File: src/rtl/paddle_ctl.sv
// Paddle controller for an Arkanoid-style playfield.
// Tracks the mouse horizontally, clamped so the paddle stays inside [X_MIN, X_MAX].
// A left click drops the paddle with accelerating speed to Y_LAND.
// It holds there until the mouse moves, then climbs back to Y_REST, one pixel per frame.
// Optional build macro SMOOTH_EN: x moves toward the target on frame_tick only,
// by at most MAX_STEP pixels per tick. Without it, x follows the target every cycle.
module paddle_ctl #(
  parameter int X_MIN     = 0,
  parameter int X_MAX     = 800,
  parameter int PAD_W     = 128,
  parameter int Y_REST    = 500,
  parameter int Y_LAND    = 535,
  parameter int STEP_W    = 17,
  parameter int STEP_INIT = 100000,
  parameter int STEP_DEC  = 200,
  parameter int STEP_MIN  = 1000,
  parameter int MAX_STEP  = 8
) (
  input  logic        pclk,
  input  logic        reset,
  input  logic        frame_tick,
  input  logic [11:0] mouse_xpos,
  input  logic        mouse_left,
  output logic [11:0] xpos,
  output logic [11:0] ypos,
  output logic        falling,
  output logic        landed
);

  typedef enum logic [1:0] {
    TRACK,
    FALL,
    HOLD,
    RISE
  } state_t;

  localparam logic [12:0]       X_LO  = 13'(X_MIN);
  localparam logic [12:0]       X_HI  = 13'(X_MAX - PAD_W);
  localparam logic [11:0]       Y_R   = 12'(Y_REST);
  localparam logic [11:0]       Y_L   = 12'(Y_LAND);
  localparam logic [STEP_W-1:0] D_INI = STEP_W'(STEP_INIT);
  localparam logic [STEP_W-1:0] D_DEC = STEP_W'(STEP_DEC);
  localparam logic [STEP_W-1:0] D_MIN = STEP_W'(STEP_MIN);
  // Above this delay, subtracting STEP_DEC still leaves more than the floor.
  localparam logic [STEP_W:0]   D_FLR = (STEP_W + 1)'(STEP_MIN + STEP_DEC);

  state_t            state, state_n;
  logic [11:0]       xpos_n, ypos_n;
  logic [11:0]       xhold, xhold_n;
  logic [STEP_W-1:0] delay, delay_n;
  logic [STEP_W-1:0] step_cnt, step_n;
  logic [STEP_W-1:0] delay_dec;
  logic              left_d;
  logic              click;
  logic [11:0]       tgt;
  logic [12:0]       mx13;

  assign click   = mouse_left & ~left_d;
  assign falling = (state == FALL);
  assign landed  = (state == HOLD);

  // Clamp the raw mouse x so the whole paddle stays inside the playfield.
  always_comb begin
    mx13 = {1'b0, mouse_xpos};
    if (mx13 < X_LO)
      tgt = X_LO[11:0];
    else if (mx13 > X_HI)
      tgt = X_HI[11:0];
    else
      tgt = mouse_xpos;
  end

  // Next fall delay: shrink by STEP_DEC but never below STEP_MIN, without underflow.
  always_comb begin
    if ({1'b0, delay} > D_FLR)
      delay_dec = delay - D_DEC;
    else
      delay_dec = D_MIN;
  end

`ifdef SMOOTH_EN
  localparam logic [11:0] M_STEP = 12'(MAX_STEP);
  logic [11:0] xpos_step;
  logic [11:0] xdiff;

  // Move one bounded step toward the target, never past it.
  always_comb begin
    if (tgt > xpos) begin
      xdiff     = tgt - xpos;
      xpos_step = xpos + ((xdiff > M_STEP) ? M_STEP : xdiff);
    end else begin
      xdiff     = xpos - tgt;
      xpos_step = xpos - ((xdiff > M_STEP) ? M_STEP : xdiff);
    end
  end
`endif

  // Next-state and datapath decode.
  always_comb begin
    state_n = state;
    xpos_n  = xpos;
    ypos_n  = ypos;
    delay_n = delay;
    step_n  = step_cnt;
    xhold_n = xhold;

    if (state == TRACK || state == RISE) begin
`ifdef SMOOTH_EN
      if (frame_tick)
        xpos_n = xpos_step;
`else
      xpos_n = tgt;
`endif
    end

    unique case (state)
      TRACK: begin
        ypos_n = Y_R;
        if (click) begin
          state_n = FALL;
          delay_n = D_INI;
          step_n  = D_INI;
        end
      end
      FALL: begin
        if (step_cnt != '0) begin
          step_n = step_cnt - STEP_W'(1);
        end else begin
          ypos_n  = ypos + 12'd1;
          delay_n = delay_dec;
          step_n  = delay_dec;
          // Leave for HOLD on the same edge that lands the last pixel.
          if (ypos + 12'd1 == Y_L) begin
            state_n = HOLD;
            xhold_n = mouse_xpos;
          end
        end
      end
      HOLD: begin
        ypos_n = Y_L;
        if (mouse_xpos != xhold)
          state_n = RISE;
      end
      RISE: begin
        if (frame_tick) begin
          ypos_n = ypos - 12'd1;
          if (ypos - 12'd1 == Y_R)
            state_n = TRACK;
        end
      end
    endcase
  end

  // State and datapath registers with synchronous reset.
  always_ff @(posedge pclk) begin
    if (reset) begin
      state    <= TRACK;
      xpos     <= X_LO[11:0];
      ypos     <= Y_R;
      xhold    <= '0;
      delay    <= '0;
      step_cnt <= '0;
      left_d   <= 1'b0;
    end else begin
      state    <= state_n;
      xpos     <= xpos_n;
      ypos     <= ypos_n;
      xhold    <= xhold_n;
      delay    <= delay_n;
      step_cnt <= step_n;
      left_d   <= mouse_left;
    end
  end

endmodule

File: config.mk
export PLATFORM = sky130hd
export DESIGN_NAME = paddle_ctl
export DESIGN_NICKNAME = d
export VERILOG_FILES = /design/src/rtl/paddle_ctl.sv
export SDC_FILE = /design/constraint.sdc
export NUM_CORES = 1
export LEC_CHECK = 0
export CELL_PAD_IN_SITES_DETAIL_PLACEMENT = 1
export CELL_PAD_IN_SITES_GLOBAL_PLACEMENT = 2
export CORE_MARGIN = 2
export CORE_UTILIZATION = 31
export DETAILED_ROUTE_END_ITERATION = 8
export GPL_TIMING_DRIVEN = 1
export HOLD_SLACK_MARGIN = 0.15
export PLACE_DENSITY_LB_ADDON = 0.2
export SETUP_SLACK_MARGIN = 0.2
export SYNTH_ARGS = -nofsm -noshare
export SYNTH_HDL_FRONTEND = slang
export SYNTH_SLANG_ARGS = --single-unit
export TNS_END_PERCENT = 1
File: constraint.sdc
create_clock -name pclk -period 2.75 [get_ports pclk]
set_clock_uncertainty 0.05 [all_clocks]
set_input_delay 0.275 -clock pclk [delete_from_list [all_inputs] [get_ports pclk]]
set_output_delay 0.275 -clock pclk [all_outputs]
set_load 0.01 [all_outputs]
==> key figures <==
Run status
  • Status: complete, no violations

Finish
  • Most common cell after layout, fill and taps aside: dfxtp_1
  • Reg area: 1470 sq um
  • Fillers: 1693
  • Most frequent cells in the layout: 70 x dfxtp_1, 56 x nand2_1, 55 x nor2_1
  • Area of the multi-input gates: 2818 sq um
  • Antenna Cells: 0
  • Area growth, synth to finish: 23.55%
  • Fraction of layout cells with a size suffix above 1: 0.1339
  • Final cell utilization of the core: 0.3869
  • Final-stage net count: 642

Place
  • Buffers on Ports: 41
  • Dpl hpwl: 10.51 mm
  • RePlAce Congestion: 0.8417
  • Post-Place Setup Slack: 104.5 ps

Synth
  • Post-synthesis register bit count: 73
  • Post-Syn Instances: 567
  • Most used DFF post-synth: dfxtp_1
  • EDFF count, synth: 0
  • Yosys warnings: 0
  • Synth Net Count: 594
  • Sequential share of the synthesized area: 0.3248
  • Syn_area_per_cell: 7.935 sq um
  • Async SR Flop Fraction: 0
  • Yosys cell types: 72
  • Cell area after synthesis: 4499 sq um

Critical path
  • Reg2reg start: ypos[8]
  • Crit. Startpoint: ypos[8]
  • CP Capture Point: xhold[1]
  • Setup crit end kind: flop
  • WP data arrival: 2660 ps
  • RR Endpoint: xhold[1]
  • Critical Path Source Type: flop
  • Maximum fanout along the worst path: 12
  • R2R setup slack: 260 ps
  • Worst EP required: 2920 ps
  • Worst R2R Path Depth: 8
  • Crit path kind: reg2reg

Timing
  • RSZ-0062 raised after global routing: yes
  • Final min period: 2494 ps
  • Max frequency: 401.0 MHz
  • Slew headroom: 0.6242
  • Worst-Margin Slew: 563.7 ps
  • Fin Hold WS: 355.8 ps
  • Setup tns final: 0 ps
  • Endpoints failing setup: 0
  • Period utilisation layout: 0.9068
  • Setup slack after layout: 256.3 ps
  • Max Slew Vio Count: 0
  • Final hold violation count: 0

Global routing
  • Overall routing resource usage: 0.1903
  • Global-route wire length before repair: 23.65 mm
  • Initial antenna violation count: 0
  • Largest net degree at the start of global routing: 41
  • Grt ovf: 0
  • Vias in the first global route: 4510

Routing
  • Drt first pass iters: 4
  • Drt drc: 0
  • Final WL: 14.52 mm
  • Initial DRC count: 224
  • ANT nets after route: 0
  • Vias per cell: 5.474
  • Wire per inst: 18.06 um
  • Total number of vias: 4401

Power and ir drop
  • Static leakage: 0.001944 uW
  • Max IR drop VDD: 408.5 uV
  • Power per cell area: 1060 nW/um^2
  • Power, Total: 5894 uW

Clocking
  • CTS H-Tree Depth: 3
  • Total CTS buffers: 9
  • CTS tree: built
  • Max clock buf depth: 2
  • Clock root cell: clkbuf_16
  • Clock-pin slew on the worst setup and hold paths: 60 ps
  • Hold-fix buffers, CTS: 0
  • Clock Sink Count: 73
  • Worst skew pair latency: 350 ps

Floorplanning
  • Die area: 15490 sq um
  • Effective utilization at floorplan: 0.3131
  • Die Height: 124.5 um
  • Die width: 124.5 um
  • Num rows: 44
  • # IOs: 42
  • Core footprint: 14370 sq um

Min path
  • Hold wc startpoint: reset
  • Hold Path Class: in2reg

Run
  • Max-Cap Viols: 0
[synth_stat cells, drive strengths merged, types with 6 or more instances]
master  count  area, sq um
o21a        7        52.55
xor2       12        105.1
nor2       56        212.7
nand2      57        216.5
or3         8        50.05
and3        6        37.54
clkbuf     29        108.9
nand3      12        60.06
nor2b       9        56.30
buf        12        108.9
a21oi      40        200.2
a22oi       6        45.04
nor3       30        150.1
inv        16        60.06
nand4       7        50.05
a22o        8        70.07
ha         11        137.6
a31oi       8        50.05
xnor2      21        183.9
and2        6        37.54
dfxtp      73         1461
nor4        6        50.04
o21ai      37        188.9
mux2i      13        130.1
[state kept, by name, indices dropped and copies added (netlist names)]
signal	cells
delay	17
step_cnt	17
xhold	12
xpos	12
ypos	12
state	2
left_d	1
[power breakdown]
part / internal, uW / leakage, uW / switching, uW
combinational: 1310 / 0.00123 / 1910
clock: 613 / 0.000121 / 513
sequential: 1280 / 0.000596 / 265
total: 3200 / 0.00194 / 2690
[worst min path at each step]
stage                          end  depth (start not counted)
after global routing      xhold[8]                          2
after CTS                 xhold[8]                          2
after detailed placement  xpos[10]                          1
after floorplan            xpos[9]                          1
final                     xhold[8]                          2
after global placement    xpos[11]                          1
[area by class of cell]
cell class,instances,area share
Multi-Input combinational cell,437,0.5069
Sequential cell,73,0.2645
Timing Repair Buffer,78,0.1274
Tap cell,184,0.04141
Clock buffer,10,0.04119
Inverter,16,0.01080
Clock inverter,6,0.007878
[critical path, cell delays in order (launching register included)]
cell       delay (ps)
dfxtp_1           500
nand3_1           160
nor4_1            370
xor2_1            190
a2111oi_4         410
and3_4            260
buf_12            150
mux2i_2           220
nor2_1             50
[what timing repair did]
item / 4_1_cts / 5_1_grt
buffers inserted: 0 / 1
pin swaps: 0 / 2
endpoints found under the hold margin: 0 / 0
setup endpoints to repair: 13 / 27
resized for setup: 2 / 10
[routing by layer]
metal,vias to the layer above,routed length [um],global-route usage
met5,-,0,0
met1,2165,7245,0.2644
met3,16,547,0.03393
met4,0,250,0.06808
met2,74,6476,0.2960
li1,2146,-,-
[stage by stage]
step	instance area [sq um]	std cells
after floorplan	4522	567
after global placement	5224	787
after detailed placement	5224	787
after CTS	5512	803
after global routing	5559	804
final	5559	804
[cells by family after synthesis]
logic type      after synthesis  share of synthesized area
flops                        73                     0.3248
fa+ha+maj                    11                    0.03059
simple gates                227                     0.2622
mux                          14                    0.03226
buf+inv                      57                    0.06173
xor+xnor                     33                    0.06424
compound gates              152                     0.2241
(Power assumes the default switching activity.)
